`config.mk`:
```
export PLATFORM = sky130hd
export DESIGN_NAME = pipe_stage_reg
export DESIGN_NICKNAME = d
export VERILOG_FILES = /design/src/rtl/pipe_stage_reg_pkg.sv /design/src/rtl/pipe_entry_reg.sv /design/src/rtl/pipe_stage_reg.sv
export SDC_FILE = /design/constraint.sdc
export NUM_CORES = 1
export LEC_CHECK = 0
export ABC_AREA = 0
export BUFFER_PORTS_ARGS = -buffer_cell sky130_fd_sc_hd__buf_4
export CORE_UTILIZATION = 30
export CTS_CLUSTER_DIAMETER = 150
export DETAILED_ROUTE_END_ITERATION = 8
export GPL_ROUTABILITY_DRIVEN = 1
export GPL_TIMING_DRIVEN = 0
export PLACE_DENSITY = 0.47
export RECOVER_POWER = 25
export SKIP_CTS_REPAIR_TIMING = 1
export SLEW_MARGIN = 20
export SYNTH_ARGS = -nofsm -noshare
export SYNTH_HDL_FRONTEND = slang
export SYNTH_HIERARCHICAL = 1
export SYNTH_SLANG_ARGS = --single-unit
```
`constraint.sdc`:
```
create_clock -name clk -period 12.29 [get_ports clk]
set_input_delay 2.458 -clock clk [delete_from_list [all_inputs] [get_ports clk]]
set_output_delay 2.458 -clock clk [all_outputs]
set_load 0.01 [all_outputs]
```
`src/rtl/pipe_stage_reg_pkg.sv`:
```
// Shared pipeline definitions: exception codes, the "no exception" code,
// and the state encoding of the two-entry stage register.
package pipe_stage_reg_pkg;

  // Exception codes carried down the pipeline alongside each instruction.
  localparam int unsigned EXC_INT  = 0;
  localparam int unsigned EXC_MOD  = 1;
  localparam int unsigned EXC_TLBL = 2;
  localparam int unsigned EXC_TLBS = 3;
  localparam int unsigned EXC_ADEL = 4;
  localparam int unsigned EXC_ADES = 5;
  localparam int unsigned EXC_SYS  = 8;
  localparam int unsigned EXC_BP   = 9;
  localparam int unsigned EXC_RI   = 10;
  localparam int unsigned EXC_OV   = 12;

  // Code meaning "this slot carries no exception" (also used for bubbles).
  localparam int unsigned EXC_NONE = 31;

  // Fill level of the stage: nothing held, head only, head plus skid.
  typedef enum logic [1:0] {
    ST_EMPTY = 2'd0,
    ST_ONE   = 2'd1,
    ST_TWO   = 2'd2
  } state_t;

endpackage

```
`src/rtl/pipe_entry_reg.sv`:
```
// One pipeline entry {valid, pc, data, we, exc, bd} with load and clear.
// Clear turns the slot into a bubble; with clear_keep_pc the pc/bd of the
// discarded entry stay visible so a flushed head can still be identified.
module pipe_entry_reg #(
  parameter int          PC_W     = 32,
  parameter int          DATA_W   = 128,
  parameter int          EXC_W    = 5,
  parameter int unsigned EXC_NONE = pipe_stage_reg_pkg::EXC_NONE
) (
  input  logic              clk,
  input  logic              reset,
  input  logic              load,
  input  logic              clear,
  input  logic              clear_keep_pc,
  input  logic [PC_W-1:0]   d_pc,
  input  logic [DATA_W-1:0] d_data,
  input  logic              d_we,
  input  logic [EXC_W-1:0]  d_exc,
  input  logic              d_bd,
  output logic              q_valid,
  output logic [PC_W-1:0]   q_pc,
  output logic [DATA_W-1:0] q_data,
  output logic              q_we,
  output logic [EXC_W-1:0]  q_exc,
  output logic              q_bd
);

  localparam logic [EXC_W-1:0] EXC_BUBBLE = EXC_W'(EXC_NONE);

  // Entry storage; clear wins over load so a flush can never be overtaken.
  always_ff @(posedge clk or posedge reset) begin
    if (reset) begin
      q_valid <= 1'b0;
      q_pc    <= '0;
      q_data  <= '0;
      q_we    <= 1'b0;
      q_exc   <= EXC_BUBBLE;
      q_bd    <= 1'b0;
    end else if (clear) begin
      q_valid <= 1'b0;
      q_data  <= '0;
      q_we    <= 1'b0;
      q_exc   <= EXC_BUBBLE;
      if (!clear_keep_pc) begin
        q_pc <= '0;
        q_bd <= 1'b0;
      end
    end else if (load) begin
      q_valid <= 1'b1;
      q_pc    <= d_pc;
      q_data  <= d_data;
      q_we    <= d_we;
      q_exc   <= d_exc;
      q_bd    <= d_bd;
    end
  end

endmodule

```
`src/rtl/pipe_stage_reg.sv`:
```
// Two-entry skid-buffer pipeline stage (head register + skid register).
//
// Handshake: a transfer happens on a rising clk edge where valid and ready
// are both high on that side. Upstream must hold in_valid and the entry
// fields stable until accepted; downstream sees the head on out_* whenever
// out_valid is high. in_ready is purely registered state plus flush, so it
// never depends on out_ready in the same cycle.
module pipe_stage_reg #(
  parameter int          DATA_W   = 128,
  parameter int          PC_W     = 32,
  parameter int          EXC_W    = 5,
  parameter int unsigned EXC_NONE = pipe_stage_reg_pkg::EXC_NONE
) (
  input  logic                       clk,
  input  logic                       reset,
  input  logic                       in_valid,
  output logic                       in_ready,
  input  logic [PC_W-1:0]            in_pc,
  input  logic [DATA_W-1:0]          in_data,
  input  logic                       in_we,
  input  logic [EXC_W-1:0]           in_exc,
  input  logic                       in_bd,
  output logic                       out_valid,
  input  logic                       out_ready,
  output logic [PC_W-1:0]            out_pc,
  output logic [DATA_W-1:0]          out_data,
  output logic                       out_we,
  output logic [EXC_W-1:0]           out_exc,
  output logic                       out_bd,
  input  logic                       flush,
  input  logic                       flush_keep_pc,
  output logic [1:0]                 occupancy,
  output pipe_stage_reg_pkg::state_t dbg_state
);

  import pipe_stage_reg_pkg::*;

  localparam logic [EXC_W-1:0] EXC_BUBBLE = EXC_W'(EXC_NONE);

  state_t state;

  logic              main_valid, skid_valid;
  logic [PC_W-1:0]   main_pc, skid_pc;
  logic [DATA_W-1:0] main_data, skid_data;
  logic              main_we, skid_we;
  logic [EXC_W-1:0]  main_exc, skid_exc;
  logic              main_bd, skid_bd;

  logic              accept, pop;
  logic              main_load, main_clear, main_keep, main_from_skid;
  logic              skid_load, skid_clear;
  logic [PC_W-1:0]   main_d_pc;
  logic [DATA_W-1:0] main_d_data;
  logic              main_d_we;
  logic [EXC_W-1:0]  main_d_exc;
  logic              main_d_bd;

  assign in_ready = ~skid_valid & ~flush;
  assign accept   = in_valid & in_ready;
  assign pop      = main_valid & out_ready;

  // Decide which register loads or clears from the fill level and handshakes.
  always_comb begin
    main_load      = 1'b0;
    main_clear     = 1'b0;
    main_keep      = 1'b0;
    main_from_skid = 1'b0;
    skid_load      = 1'b0;
    skid_clear     = 1'b0;
    if (flush) begin
      main_clear = 1'b1;
      main_keep  = flush_keep_pc & main_valid;
      skid_clear = 1'b1;
    end else begin
      case (state)
        ST_EMPTY: begin
          main_load = accept;
        end
        ST_ONE: begin
          if (accept && !pop)      skid_load  = 1'b1;
          else if (accept && pop)  main_load  = 1'b1;
          else if (pop)            main_clear = 1'b1;
        end
        ST_TWO: begin
          if (pop) begin
            main_load      = 1'b1;
            main_from_skid = 1'b1;
            skid_clear     = 1'b1;
          end
        end
        default: begin
          main_clear = 1'b1;
          skid_clear = 1'b1;
        end
      endcase
    end
  end

  // Head loads either the new upstream entry or the entry waiting in skid.
  always_comb begin
    main_d_pc   = in_pc;
    main_d_data = in_data;
    main_d_we   = in_we;
    main_d_exc  = in_exc;
    main_d_bd   = in_bd;
    if (main_from_skid) begin
      main_d_pc   = skid_pc;
      main_d_data = skid_data;
      main_d_we   = skid_we;
      main_d_exc  = skid_exc;
      main_d_bd   = skid_bd;
    end
  end

  // Fill-level state machine, tracking the same transitions as the registers.
  always_ff @(posedge clk or posedge reset) begin
    if (reset) begin
      state <= ST_EMPTY;
    end else if (flush) begin
      state <= ST_EMPTY;
    end else begin
      case (state)
        ST_EMPTY: if (accept) state <= ST_ONE;
        ST_ONE: begin
          if (accept && !pop)      state <= ST_TWO;
          else if (!accept && pop) state <= ST_EMPTY;
        end
        ST_TWO:   if (pop) state <= ST_ONE;
        default:  state <= ST_EMPTY;
      endcase
    end
  end

  pipe_entry_reg #(
    .PC_W(PC_W), .DATA_W(DATA_W), .EXC_W(EXC_W), .EXC_NONE(EXC_NONE)
  ) u_main (
    .clk(clk), .reset(reset),
    .load(main_load), .clear(main_clear), .clear_keep_pc(main_keep),
    .d_pc(main_d_pc), .d_data(main_d_data), .d_we(main_d_we),
    .d_exc(main_d_exc), .d_bd(main_d_bd),
    .q_valid(main_valid), .q_pc(main_pc), .q_data(main_data),
    .q_we(main_we), .q_exc(main_exc), .q_bd(main_bd)
  );

  pipe_entry_reg #(
    .PC_W(PC_W), .DATA_W(DATA_W), .EXC_W(EXC_W), .EXC_NONE(EXC_NONE)
  ) u_skid (
    .clk(clk), .reset(reset),
    .load(skid_load), .clear(skid_clear), .clear_keep_pc(1'b0),
    .d_pc(in_pc), .d_data(in_data), .d_we(in_we),
    .d_exc(in_exc), .d_bd(in_bd),
    .q_valid(skid_valid), .q_pc(skid_pc), .q_data(skid_data),
    .q_we(skid_we), .q_exc(skid_exc), .q_bd(skid_bd)
  );

  // Head fields; an empty head always presents a clean bubble.
  assign out_valid = main_valid;
  assign out_pc    = main_pc;
  assign out_bd    = main_bd;
  assign out_data  = main_valid ? main_data : '0;
  assign out_we    = main_valid & main_we;
  assign out_exc   = main_valid ? main_exc : EXC_BUBBLE;
  assign occupancy = {1'b0, main_valid} + {1'b0, skid_valid};
  assign dbg_state = state;

endmodule

```
==> results.cfg <==
[worst_setup_path]
critPathCaptureType = asynchronous set/reset pin
worst-path-buf-inv = 3
max_stage_delay_ns = 2.65
criticalPathCategory = input pin to asynchronous set/reset pin
start_kind = input pin
cp_common_cell = clkbuf_1
cp_slowest_cell = clkbuf_1
path_cells = clkbuf_1, clkinvlp_2, clkbuf_1
worstPathMaxFanout = 60
cp_top_family = buffers and inverters
crit_required_ns = 12.12
cp.arrival_ns = 6.90

[synthesis]
ys_seq_area_share_pct = 48.2
synthDistinctLibCells = 35
avgSynthCellArea_um2 = 11.7
synthesis.area_mm2 = 0.0176
synth.area.top_cells = dfrtp_1, mux2i_1, mux2_4
synthDominantAreaCellType = dfrtp_1
synth_flop_cell = dfrtp_1
netlist_instances = 1504
async_flop_share_pct = 100
synth-seq-cells = 338
yosys_warnings = 6
netlist.area_leader.share_pct = 46.7
yosys-top-cells-count = dfrtp_1, mux2i_1, nor2_1
synth_edf_count = 0
yosysMostFrequentCell = dfrtp_1

[run]
maxCapViolCount = 5

[final_layout]
syn_to_final_growth_pct = 29.2
fin_util_pct = 39.3
drive_gt1_share_pct = 34.4
fin_nets = 2073
fillers = 5700

[sta]
tns_ns = 0
worst-slew-pin-transition_ns = 3.63
slew_violations = 276
fmax_ghz = 0.141
fin_crit_sh_pct = 57.5
final.min_clock_period_ns = 7.07
setup_slack_ns = 5.22
hold_violations = 0
max_slew_margin_pct = -142
skew_ns = 0.0142
setup_viol = 0
rsz0062_at_grt = no

[place]
port_buffers = 344
hpwl_um = 38300
routabilityCongestion = 0.777
dp_slack_ns = 6.89

[global_route]
grt_start_max_net_pins = 69
grt_pass1_wl_um = 80800
grt_pass1_vias = 12700
gr-usage-all-layers_pct = 17.9
grt-ovfl-total = 0
antenna_found_initial = 6

[clock_network]
cts_tree = yes
clk_pin_slew_ns = 0.05
root_buffer = clkbuf_16
cts_sinks = 338
h-tree-depth = 2
cts_buffer_depth = 3
cts_buffers = 44
clk_latency_ns = 0.56

[die]
die-area_mm2 = 0.0596
coreArea_mm2 = 0.0578
start_util_pct = 30.4
die_h_um = 244
io_pins = 346
fp.dieW_um = 244
rows = 88

[outcome]
violations = max-capacitance violations, max-slew violations
outcome = finished, violations left

[routing]
detail_route.wl_per_cell_um = 20.0
firstDrtPassIters = 5
ant_nets = 0
drc = 0
routed_wl_um = 53900
drt_iter0_drc = 439
avgViaCountPerCell = 4.53
via_count = 12200

[power]
p_per_area_mw_per_mm2 = 130
ir_drop_uv = 87.8
cellLeakagePower_nw = 10.4

[min_path]
hold_class = register to register
-- power by group --
group	internal (W)	switching, W
clock	0.000870	0.000510
sequential	0.00117	0.0000306
combinational	0.000178	0.000203
-- layout by cell type, fill, tap and decap left out, drive strengths merged, types with 10 or more instances in the layout --
master and count:
nor2b 14, o2bb2ai 26, clkbuf 96, nand3b 40
mux2 167, mux2i 284, dfstp 10, o31ai 40
inv 42, dfrtp 328, buf 433, a211o 10
nor2 264, and2 132
-- routing by layer --
metal	track usage [%]	wire length, um	up-vias
met1	23.2	23800	6010
met4	5.18	1160	10
met2	29.6	26300	238
li1	-	-	5916
met5	0	65	-
met3	4.06	2550	62
-- registers in the layout, indices dropped and copies added (netlist names) --
register        count
u_skid/q_we         1
u_main/q_pc        32
u_main/q_bd         1
u_skid/q_exc        5
u_skid/q_bd         1
u_main/q_exc        5
u_main/q_valid      1
u_main/q_data     128
u_main/q_we         1
u_skid/q_pc        32
dbg_state           2
u_skid/q_valid      1
u_skid/q_data     128
-- area by class of cell --
cell class | count | area (um^2) | area share (%)
Sequential cell | 338 | 8470 | 37.3
Multi-Input combinational cell | 1003 | 8110 | 35.7
Timing Repair Buffer | 348 | 2620 | 11.5
Clock buffer | 61 | 1280 | 5.62
Tap cell | 765 | 957 | 4.21
Buffer | 120 | 847 | 3.73
Clock inverter | 18 | 274 | 1.21
Inverter | 44 | 168 | 0.738
Antenna cell | 2 | 5.00 | 0.0220
-- worst min-delay path, cell delays in order (launching register included) --
cell	delay (ns)
dfrtp_1	0.33
mux2i_1	0.06
nor2_1	0.08
-- logic make-up after synthesis --
| kind of cell | Yosys count | share of synthesized area [%] |
|---|---|---|
| AO/OA/AOI/OAI | 83 | 3.76 |
| other | 1 | 0.0213 |
| multiplexers | 451 | 29.0 |
| adder cells (fa/ha/maj) | 1 | 0.0711 |
| flip-flops | 338 | 48.2 |
| AND/OR/NAND/NOR | 466 | 13.2 |
| buffers and inverters | 164 | 5.76 |
-- final timing paths --
check / startpoint / to / slack [ns] / cells past startpoint
setup / recovery: reset / u_skid/q_data[22] / 5.22 / 3
hold / removal: u_main/q_data[0] / u_main/q_data[0] / 0.51 / 2
setup reg to reg: u_main/q_valid / u_main/q_data[50] / 9.13 / 8
hold reg to reg: u_main/q_data[0] / u_main/q_data[0] / 0.51 / 2
max in group clk: flush / in_ready / 6.88 / 3
min in group asynchronous: reset / dbg_state[1] / 1.79 / 2
-- through the flow --
step                instances  total power, W  hold slack, ns  area, um^2
finish                   2699         0.00296           0.511       22700
global route             2698         0.00310           0.525       22700
CTS                      2697         0.00303           0.516       22800
detailed placement       2618         0.00161           0.501       21300
global placement         2614         0.00160           0.493       21100
floorplan                1505         0.00144           0.478       17600
No activity file was read; power rests on OpenSTA's default activity.
